$ cat src/rtl/cdc_word_serializer.sv
// cdc_word_serializer
//   Splits a wide upstream word into BEATS narrow beats and writes them into
//   the write port of an async FIFO. Beat 0 is cA_data_i[DATA_WIDTH-1:0] and
//   is written first. One word is in flight at a time: the block accepts a
//   new word only in IDLE.
//
//   Optional feature: define CDC_SER_CHECKSUM_EN to append one extra beat
//   after the last data beat. That beat is the XOR of all data beats. With
//   the macro undefined there is no CHK state and no checksum logic.
//
// Ports
//   clkA_i      write-domain clock (rising edge)
//   cA_rst_ni   async active-low reset
//   cA_valid_i  upstream word valid
//   cA_data_i   upstream word, DATA_WIDTH*BEATS bits
//   cA_ready_o  high only in IDLE
//   cA_we_o     FIFO write enable (combinational from state)
//   cA_dout_o   beat presented to the FIFO
//   cA_wrdy_i   FIFO not full; a beat completes on cA_we_o & cA_wrdy_i
//   cA_busy_o   high while a word is being serialized
//   cA_words_o  completed-word counter, wraps at 16 bits
module cdc_word_serializer #(
  parameter int DATA_WIDTH = 8,
  parameter int BEATS      = 4
) (
  input  logic                        clkA_i,
  input  logic                        cA_rst_ni,
  input  logic                        cA_valid_i,
  input  logic [DATA_WIDTH*BEATS-1:0] cA_data_i,
  output logic                        cA_ready_o,
  output logic                        cA_we_o,
  output logic [DATA_WIDTH-1:0]       cA_dout_o,
  input  logic                        cA_wrdy_i,
  output logic                        cA_busy_o,
  output logic [15:0]                 cA_words_o
);

  localparam int CNT_W = (BEATS > 1) ? $clog2(BEATS) : 1;
  localparam logic [CNT_W-1:0] LAST_BEAT = CNT_W'(BEATS - 1);

`ifdef CDC_SER_CHECKSUM_EN
  typedef enum logic [1:0] {IDLE, SEND, CHK} state_e;
`else
  typedef enum logic [0:0] {IDLE, SEND} state_e;
`endif

  typedef logic [BEATS-1:0][DATA_WIDTH-1:0] word_t;

  state_e           state_q, state_d;
  logic [CNT_W-1:0] beat_q,  beat_d;
  word_t            hold_q,  hold_d;
  logic [15:0]      words_q, words_d;
  word_t            in_beats;

  assign in_beats   = word_t'(cA_data_i);
  assign cA_words_o = words_q;

`ifdef CDC_SER_CHECKSUM_EN
  logic [DATA_WIDTH-1:0] chk_q, chk_d;
  logic [DATA_WIDTH-1:0] in_xor;

  // Checksum is taken from the incoming word at capture so the CHK beat is
  // ready the moment the last data beat completes.
  always_comb begin
    in_xor = '0;
    for (int i = 0; i < BEATS; i++) in_xor = in_xor ^ in_beats[i];
  end
`endif

  always_comb begin
    state_d    = state_q;
    beat_d     = beat_q;
    hold_d     = hold_q;
    words_d    = words_q;
`ifdef CDC_SER_CHECKSUM_EN
    chk_d      = chk_q;
`endif
    cA_ready_o = 1'b0;
    cA_we_o    = 1'b0;
    cA_busy_o  = 1'b1;
    cA_dout_o  = '0;

    case (state_q)
      IDLE: begin
        cA_ready_o = 1'b1;
        cA_busy_o  = 1'b0;
        if (cA_valid_i) begin
          hold_d  = in_beats;
          beat_d  = '0;
`ifdef CDC_SER_CHECKSUM_EN
          chk_d   = in_xor;
`endif
          state_d = SEND;
        end
      end

      SEND: begin
        cA_we_o   = 1'b1;
        cA_dout_o = hold_q[beat_q];
        // Everything holds while the FIFO is full.
        if (cA_wrdy_i) begin
          if (beat_q == LAST_BEAT) begin
`ifdef CDC_SER_CHECKSUM_EN
            state_d = CHK;
`else
            state_d = IDLE;
            words_d = words_q + 16'd1;
`endif
          end else begin
            beat_d = beat_q + 1'b1;
          end
        end
      end

`ifdef CDC_SER_CHECKSUM_EN
      CHK: begin
        cA_we_o   = 1'b1;
        cA_dout_o = chk_q;
        if (cA_wrdy_i) begin
          state_d = IDLE;
          words_d = words_q + 16'd1;
        end
      end
`endif

      default: state_d = IDLE;
    endcase
  end

  always_ff @(posedge clkA_i or negedge cA_rst_ni) begin
    if (!cA_rst_ni) begin
      state_q <= IDLE;
      beat_q  <= '0;
      hold_q  <= '0;
      words_q <= '0;
`ifdef CDC_SER_CHECKSUM_EN
      chk_q   <= '0;
`endif
    end else begin
      state_q <= state_d;
      beat_q  <= beat_d;
      hold_q  <= hold_d;
      words_q <= words_d;
`ifdef CDC_SER_CHECKSUM_EN
      chk_q   <= chk_d;
`endif
    end
  end

endmodule

$ cat config.mk
export PLATFORM = sky130hd
export DESIGN_NAME = cdc_word_serializer
export DESIGN_NICKNAME = d
export VERILOG_FILES = /design/src/rtl/cdc_word_serializer.sv
export SDC_FILE = /design/constraint.sdc
export NUM_CORES = 1
export LEC_CHECK = 0
export CORE_MARGIN = 5
export CORE_UTILIZATION = 39
export DETAILED_ROUTE_END_ITERATION = 7
export GPL_ROUTABILITY_DRIVEN = 0
export PLACE_DENSITY = 0.68
export SYNTH_ARGS = -nofsm -noshare
export SYNTH_HDL_FRONTEND = slang
export SYNTH_SLANG_ARGS = --single-unit
$ cat constraint.sdc
create_clock -name clkA_i -period 2.4 [get_ports clkA_i]
set_input_delay 0.72 -clock clkA_i [delete_from_list [all_inputs] [get_ports clkA_i]]
set_output_delay 0.72 -clock clkA_i [all_outputs]
set_load 0.01 [all_outputs]
== Word-level counts from Yosys, hierarchy flattened ==
Index checks and enable logic that the tools add are counted.
W data, S select, Z words.
Word-level totals
  output and inout port bits: 27
  logic and storage cells: 31
  flip-flop bits (word level): 51
  input bits: 36
Cells by class
  eq/ne operators: 4
  multiplexer cells: 13
  $add $sub $neg: 2
  reduce and logical (&&, ||, !) cells: 3
  bitwise gates (word level): 1
  order comparisons: 1
Operator list (count)
  $add A16 B1 Y16 const B: 1
  $bmux W8 S2: 1
  $mux W8: 2
  $mux W2: 3
  $ne A2 B2 Y1 const B: 3
  $reduce_and A3 Y1: 2
  $mux W1: 5
  $pmux W2 S2: 1
  $lt A2 B3 Y1 const B: 1
  $add A2 B1 Y2 const B: 1
  $eq A2 B2 Y1 const B: 1
  $pmux W1 S2: 1
  $reduce_and A2 Y1: 1
  $not A1 Y1: 1

== Logic depth before layout (Yosys ltp) ==
Gate-level depths: netlist of run 1.
  word-level depth: 4
  mapped depth: 5
  depth with buffers taken out: 5

== Worst setup path before layout of run 1 ==
OpenSTA, ideal clock, no wires.
  path kind: register -> output
  from: reg beat_q[0]
  to: out cA_dout_o[0]
  slack: 0.469 ns
  arrival time: 1.211 ns
  data required time: 1.680 ns
  cell stages (with the launch flop): 4
  cells stage by stage: dfrtp_1 buf_4 mux4_2 and2_1
On the way
  cells in the longest elaborated chain, start to end: 3
Ends and longest elaborated chain
  start, declared: line 50  | logic [CNT_W-1:0] beat_q, beat_d;
  start signal, assigned: line 141  | beat_q <= beat_d;
  $bmux W8 S2: line 99  | cA_dout_o = hold_q[beat_q];
  $mux W8 (not written as such): line 99
  $mux W8: line 83  | case (state_q)
  end, declared: line 32  | output logic [DATA_WIDTH-1:0] cA_dout_o,
Every way passes these cells. The select of a mux whose other input is x is not followed.

== Worst setup path after layout of run 1 ==
Ends and elaborated chain as after synthesis.

==> reports/metrics.cfg, run 1 <==
[synthesis]
synth.area.top_cells=dfrtp_1, mux2_2, mux4_2
yosys.cell_types.count=29
synth.most_common_cell=dfrtp_1
yosysSeqAreaShare=0.546
yosys.area.top_type_share=0.546
synth_edf_count=0
syn_nets=203
synth_cells=165
ys_warn_count=0
ys_ff_latch=51
syn-cell-area_mm2=0.00234
synth_common_cells=dfrtp_1, mux2_2, and2_1, xor2_1
synth_flop_cell=dfrtp_1
ys_async_sr_fraction=1.00
synth_area_per_cell_um2=14.2
synth_area_leader_cell=dfrtp_1

[critical_path]
crit_fanout=5
start_kind=register
setup.worst_path.class=register to output pin
worstPathRequired_ps=1680
critPathCaptureType=output pin
cp.arrival_ps=1610
r2r_cells=7

[job]
drv_cap=0

[floorplan]
dieArea_mm2=0.00764
ioPinCount=63
initial_core_util=0.397
die_x_um=87.4
core_mm2=0.00589
row_count=28
dieHeight_um=87.4

[placement]
hpwl_um=3460
dp_slack_ps=2.04
portBuffers=62

[drt]
route.detailed.drc=0
vias=1470
vias_per_cell=4.76
avgRoutedWirePerCell_um=14.8
drtAntennaViolNets=0
dr.pass1.iters=4
drtIter0Drc=83
wl_um=4580

[clocking]
clock_path_buffers=2
clkSinkCount=51
clk_latency_ps=300
cts_tree=yes
htreeDepth=2
cts-root-buf=clkbuf_8
clk_pin_slew_ps=80
hold_buffers=0
cts-buffers-inserted=5

[timing]
period_share=0.972
fmax_ghz=0.429
slew_violations=0
maxSlewHeadroom=0.668
hold_violations=0
fin_ws_ps=66.4
finClkSkew_ps=8.07
worst_hold_slack_ps=379
tightest_slew_ps=497
finalSetupViolCount=0
fin_tns_setup_ps=0
period_needed_ps=2330

[run_status]
status=completed

[grt]
grt_max_degree=31
grt_pass1_vias=1567
grtUsageTotal=0.130
gr-total-overflow=0
grt_antenna_before_repair=0
grt_pass1_wl_um=7660

[power_and_ir_drop]
p_per_area_mw_per_mm2=1060
p_leak_nw=1.36
peakVddDrop_mv=0.479

[finish]
fin_nets=272
drive_gt1_frac=0.325
num_antenna_cells=0
area_growth_pct=34.8

[hold_path]
hold_path_class=input pin to async pin

-- metrics by stage --
stage | total power, W | util | area (um2) | instances
after floorplan | 0.00230 | - | 2340 | 165
after global placement | 0.00293 | 0.523 | 3080 | 301
after detailed placement | 0.00296 | 0.523 | 3080 | 301
after CTS | 0.00338 | 0.534 | 3150 | 309
after global routing | 0.00359 | 0.535 | 3150 | 309
final | 0.00335 | 0.535 | 3150 | 309
-- critical path, stage by stage, from the launching register on --
cell and delay, ps:
dfrtp_1 390, buf_6 150, mux4_2 490, and2_4 170, buf_2 130
-- registers in the layout, summed over array words and instances, names as in the netlist --
name and flops:
hold_q 32, beat_q 2, state_q 1, cA_words_o 16
-- what timing repair did --
| item | 4_1_cts | 5_1_grt |
|---|---|---|
| endpoints found under the setup margin | 9 | 2 |
| buffers inserted | 1 | 0 |
| gates resized for setup | 37 | 2 |
-- worst paths after layout --
path	start	to	slack, ps
max	beat_q[0]$_DFFE_PN0P_	cA_dout_o[0]	70
min	cA_rst_ni	hold_q[18]$_DFFE_PN0P_	380
max reg2reg	beat_q[0]$_DFFE_PN0P_	cA_words_o[14]$_DFFE_PN0P_	710
min reg2reg	cA_words_o[15]$_DFFE_PN0P_	cA_words_o[15]$_DFFE_PN0P_	480
max in group asynchronous	cA_rst_ni	state_q$_DFF_PN0_	1480
min in group clkA_i	cA_words_o[15]$_DFFE_PN0P_	cA_words_o[15]$_DFFE_PN0P_	480
-- report_power, final --
group          internal, W  switching, W
Clock             0.000227      0.000265
Sequential         0.00119      0.000209
Combinational     0.000940      0.000517
Total              0.00235      0.000991
-- logic make-up after synthesis --
logic type / Yosys count / synth area share
AOI/OAI and AO/OA: 2 / 0.00535
xor gates and xnor gates: 16 / 0.0600
adders and majority gates: 2 / 0.0107
buffers and inverters: 12 / 0.0278
DFF: 51 / 0.546
muxes: 42 / 0.240
and+or+nand+nor: 40 / 0.110
-- final cells by class --
type | count | area [um2]
Tap cell | 75 | 93.8
Inverter | 4 | 15.0
Sequential cell | 51 | 1280
Clock inverter | 1 | 5.00
Multi-Input combinational cell | 102 | 1010
Fill cell | 506 | 2740
Clock buffer | 6 | 82.6
Timing Repair Buffer | 70 | 668
-- metal layers --
| layer | vias to the layer above | GRT usage | wire length [um] |
|---|---|---|---|
| li1 | 714 | - | - |
| met1 | 725 | 0.169 | 1970 |
| met2 | 27 | 0.218 | 2360 |
| met3 | 4 | 0.0293 | 201 |
| met4 | 0 | 0.0335 | 53 |
| met5 | - | 0 | 0 |
-- cell usage in the layout, fill, tap and decap left out, drive strengths merged --
cell type      instances
clkinv                 1
inv                    4
nor3                   4
buf                   17
nor4                   1
dfrtp                 51
nand3                  3
and3                   2
nor2                   5
clkdlybuf4s50         53
and2                   9
mux2                  33
nand4                  3
ha                     2
clkbuf                 6
nor2b                  1
nand2b                 1
mux2i                  1
mux4                   8
xnor2                  7
and4                   2
nand2                  9
xor2                   9
o22ai                  2
(Power assumes the default switching activity.)
==> inputs of run 2 (changes only) <==
--- a/config.mk
+++ b/config.mk
@@ -5,11 +5,12 @@
 export SDC_FILE = /design/constraint.sdc
 export NUM_CORES = 1
 export LEC_CHECK = 0
+export ABC_AREA = 1
 export CORE_MARGIN = 5
 export CORE_UTILIZATION = 39
 export DETAILED_ROUTE_END_ITERATION = 7
 export GPL_ROUTABILITY_DRIVEN = 0
-export PLACE_DENSITY = 0.68
+export PLACE_DENSITY = 0.67
 export SYNTH_ARGS = -nofsm -noshare
 export SYNTH_HDL_FRONTEND = slang
 export SYNTH_SLANG_ARGS = --single-unit
==> reports/metrics.cfg, run 2 <==
[run_status]
status=completed

[floorplan]
initial_core_util=0.397  ; about the same
ioPinCount=63  ; unchanged
core_mm2=0.00628  ; +6.7%
die_x_um=89.9  ; +2.9%
dieArea_mm2=0.00809  ; +5.9%
row_count=29  ; +3.6%
dieHeight_um=89.9  ; +2.9%

[timing]
finClkSkew_ps=10.4  ; +2.34 ps
period_needed_ps=2280  ; -51.0 ps
fmax_ghz=0.438  ; +2.2%
maxSlewHeadroom=0.654  ; -0.0146
hold_violations=0  ; unchanged
tightest_slew_ps=519  ; +21.9 ps
slew_violations=0  ; unchanged
rsz0062_at_grt=false
finalSetupViolCount=0  ; unchanged
fin_tns_setup_ps=0  ; unchanged
period_share=0.951  ; -0.0212

[drt]
avgRoutedWirePerCell_um=14.2  ; -4.1%
drtAntennaViolNets=0  ; unchanged
vias=1999  ; +36%
vias_per_cell=4.92  ; +3.5%
wl_um=5780  ; +26%
drtIter0Drc=75  ; -9.6%
route.detailed.drc=0  ; unchanged
dr.pass1.iters=4  ; unchanged

[critical_path]
setup.worst_path.class=register to output pin
crit_chain=buf_4 -> nor2_1 -> nor2_1 -> o21ai_0 -> a21oi_1 -> dlygate4sd2_1
start_kind=register
cp.depth=6  ; +2
critPathCaptureType=output pin
timing.critical_path.buf_inv=2  ; unchanged
max_stage_delay_ps=420  ; -70 ps
crit_top_cell=nor2_1
r2r_cells=7  ; unchanged
crit_fanout=7  ; +2
worstPathRequired_ps=1680  ; about the same
slowest_stage=dfrtp_2
cp.arrival_ps=1560  ; -50 ps
cp_top_family=buffers and inverters

[finish]
fillers=587  ; +16%
largest_register_ffs=32  ; unchanged
fin_nets=366  ; +35%
mostFrequentLayoutCell=clkdlybuf4s50_1
layout_common_cells=clkdlybuf4s50_1, dfrtp_1, nor2_1
utilization=0.522  ; -0.0129
drive_gt1_frac=0.185  ; -0.139
largest-register=hold_q
area_growth_pct=31.6
num_antenna_cells=0  ; unchanged

[synthesis]
yosys.cell_types.count=24  ; -17%
synth_area_per_cell_um2=9.59  ; -32%
ys_ff_latch=51  ; unchanged
synth_area_leader_cell=dfrtp_1
yosys.area.top_type_share=0.512  ; -0.0340
syn_nets=298  ; +47%
yosysSeqAreaShare=0.512  ; -0.0340
syn-cell-area_mm2=0.00249  ; +6.6%
synth_cells=260  ; +58%
ys_warn_count=0  ; unchanged
synth.area.top_cells=dfrtp_1, mux2_2, nor2_1
synth_edf_count=0  ; unchanged
synth.most_common_cell=dfrtp_1
synth_common_cells=dfrtp_1, nor2_1, nand2_1
ys_async_sr_fraction=1.00  ; unchanged
synth_flop_cell=dfrtp_1

[job]
drv_cap=0  ; unchanged

[clocking]
clk_latency_ps=310  ; about the same
clkSinkCount=51  ; unchanged
clk_pin_slew_ps=100  ; +20 ps
cts-root-buf=clkbuf_8
hold_buffers=0  ; unchanged
htreeDepth=2  ; unchanged
cts_tree=yes
clock_path_buffers=2  ; unchanged
cts-buffers-inserted=5  ; unchanged

[grt]
gr-usage-met3=0.0543  ; +0.0249
grt_max_degree=35  ; +13%
grtUsageMet1=0.198  ; +0.0281
grtUsageTotal=0.153  ; +0.0229
gr-total-overflow=0  ; unchanged
grt_util_met2=0.240  ; +0.0211
grt_pass1_vias=2186  ; +40%
busiest_layer=met2
grt_pass1_wl_um=10300  ; +34%
grt_antenna_before_repair=0  ; unchanged

[power_and_ir_drop]
peakVddDrop_mv=0.552  ; +15%
p_leak_nw=1.45  ; +6.8%
p_per_area_mw_per_mm2=1010  ; -4.5%

[placement]
hpwl_um=4300  ; +24%
portBuffers=62  ; unchanged

[hold_path]
hold_path_class=input pin to async pin

[run 2: cell types whose count changed after synthesis, sizes merged, moves of 8 or more]
cell   before  now
inv         4   20
nand3       3   12
and2        9    0
o21ai       0   21
a21oi       0    8
nand2       9   41
nor2        5   50
mux4        8    0
[run 2: cell type report]
cell class | instances | area [um2] | share of cell area
Sequential cell | 51 | 1280 | 0.390
Multi-Input combinational cell | 181 | 1070 | 0.327
Timing Repair Buffer | 69 | 662 | 0.202
Tap cell | 77 | 96.3 | 0.0294
Inverter | 20 | 77.6 | 0.0237
Clock buffer | 5 | 68.8 | 0.0210
Clock inverter | 3 | 23.8 | 0.00725
[run 2: kinds of logic after synthesis]
logic type,synth area share
and+or+nand+nor,0.193
AOI/OAI and AO/OA,0.0582
DFF,0.512
adders and majority gates,0.0100
muxes,0.145
buffers and inverters,0.0572
xor gates and xnor gates,0.0246
[run 2: worst reg2reg max path: cells and delay by family, from the launching register on]
| kind | cells | cell delay, ps |
|---|---|---|
| and+or+nand+nor | 4 | 600 |
| DFF | 1 | 420 |
| adders and majority gates | 1 | 210 |
| AOI/OAI and AO/OA | 1 | 190 |
| buffers and inverters | 1 | 160 |
[run 2: final timing paths]
path | start | endpoint | slack (ps)
max | beat_q[0]$_DFFE_PN0P_ | cA_dout_o[2] | 120
min | cA_rst_ni | cA_words_o[5]$_DFFE_PN0P_ | 380
max reg2reg | beat_q[0]$_DFFE_PN0P_ | cA_words_o[8]$_DFFE_PN0P_ | 720
min reg2reg | hold_q[23]$_DFFE_PN0P_ | hold_q[23]$_DFFE_PN0P_ | 510
max in group asynchronous | cA_rst_ni | hold_q[22]$_DFFE_PN0P_ | 1480
min in group clkA_i | hold_q[23]$_DFFE_PN0P_ | hold_q[23]$_DFFE_PN0P_ | 510
[run 2: power breakdown]
part	total, W	internal [W]	switching (W)
registers	0.00139	0.00118	0.000205
logic	0.00142	0.000737	0.000686
clock network	0.000514	0.000209	0.000304
[run 2: stage by stage]
step	cells	hold slack [ps]	instance area (um2)	setup WS (ps)	power, W
floorplan	260	424	2490	512	0.00225
global placement	396	483	3190	101	0.00288
detailed placement	396	494	3190	101	0.00291
CTS	405	383	3280	15.5	0.00336
global route	406	402	3280	4.55	0.00360
finish	406	378	3280	117	0.00333
[run 2: repair_timing]
item | 4_1_cts | 5_1_grt
setup buffers | 1 | 1
endpoints found under the setup margin | 8 | 7
resized for setup | 10 | 11
pin swaps | 0 | 1
[run 2: per-layer routing]
layer,wire length [um],up-vias,share of wire
met5,0,-,0
met2,2640,63,0.46
met1,2630,942,0.46
li1,-,984,-
met4,103,0,0.018
met3,400,10,0.069
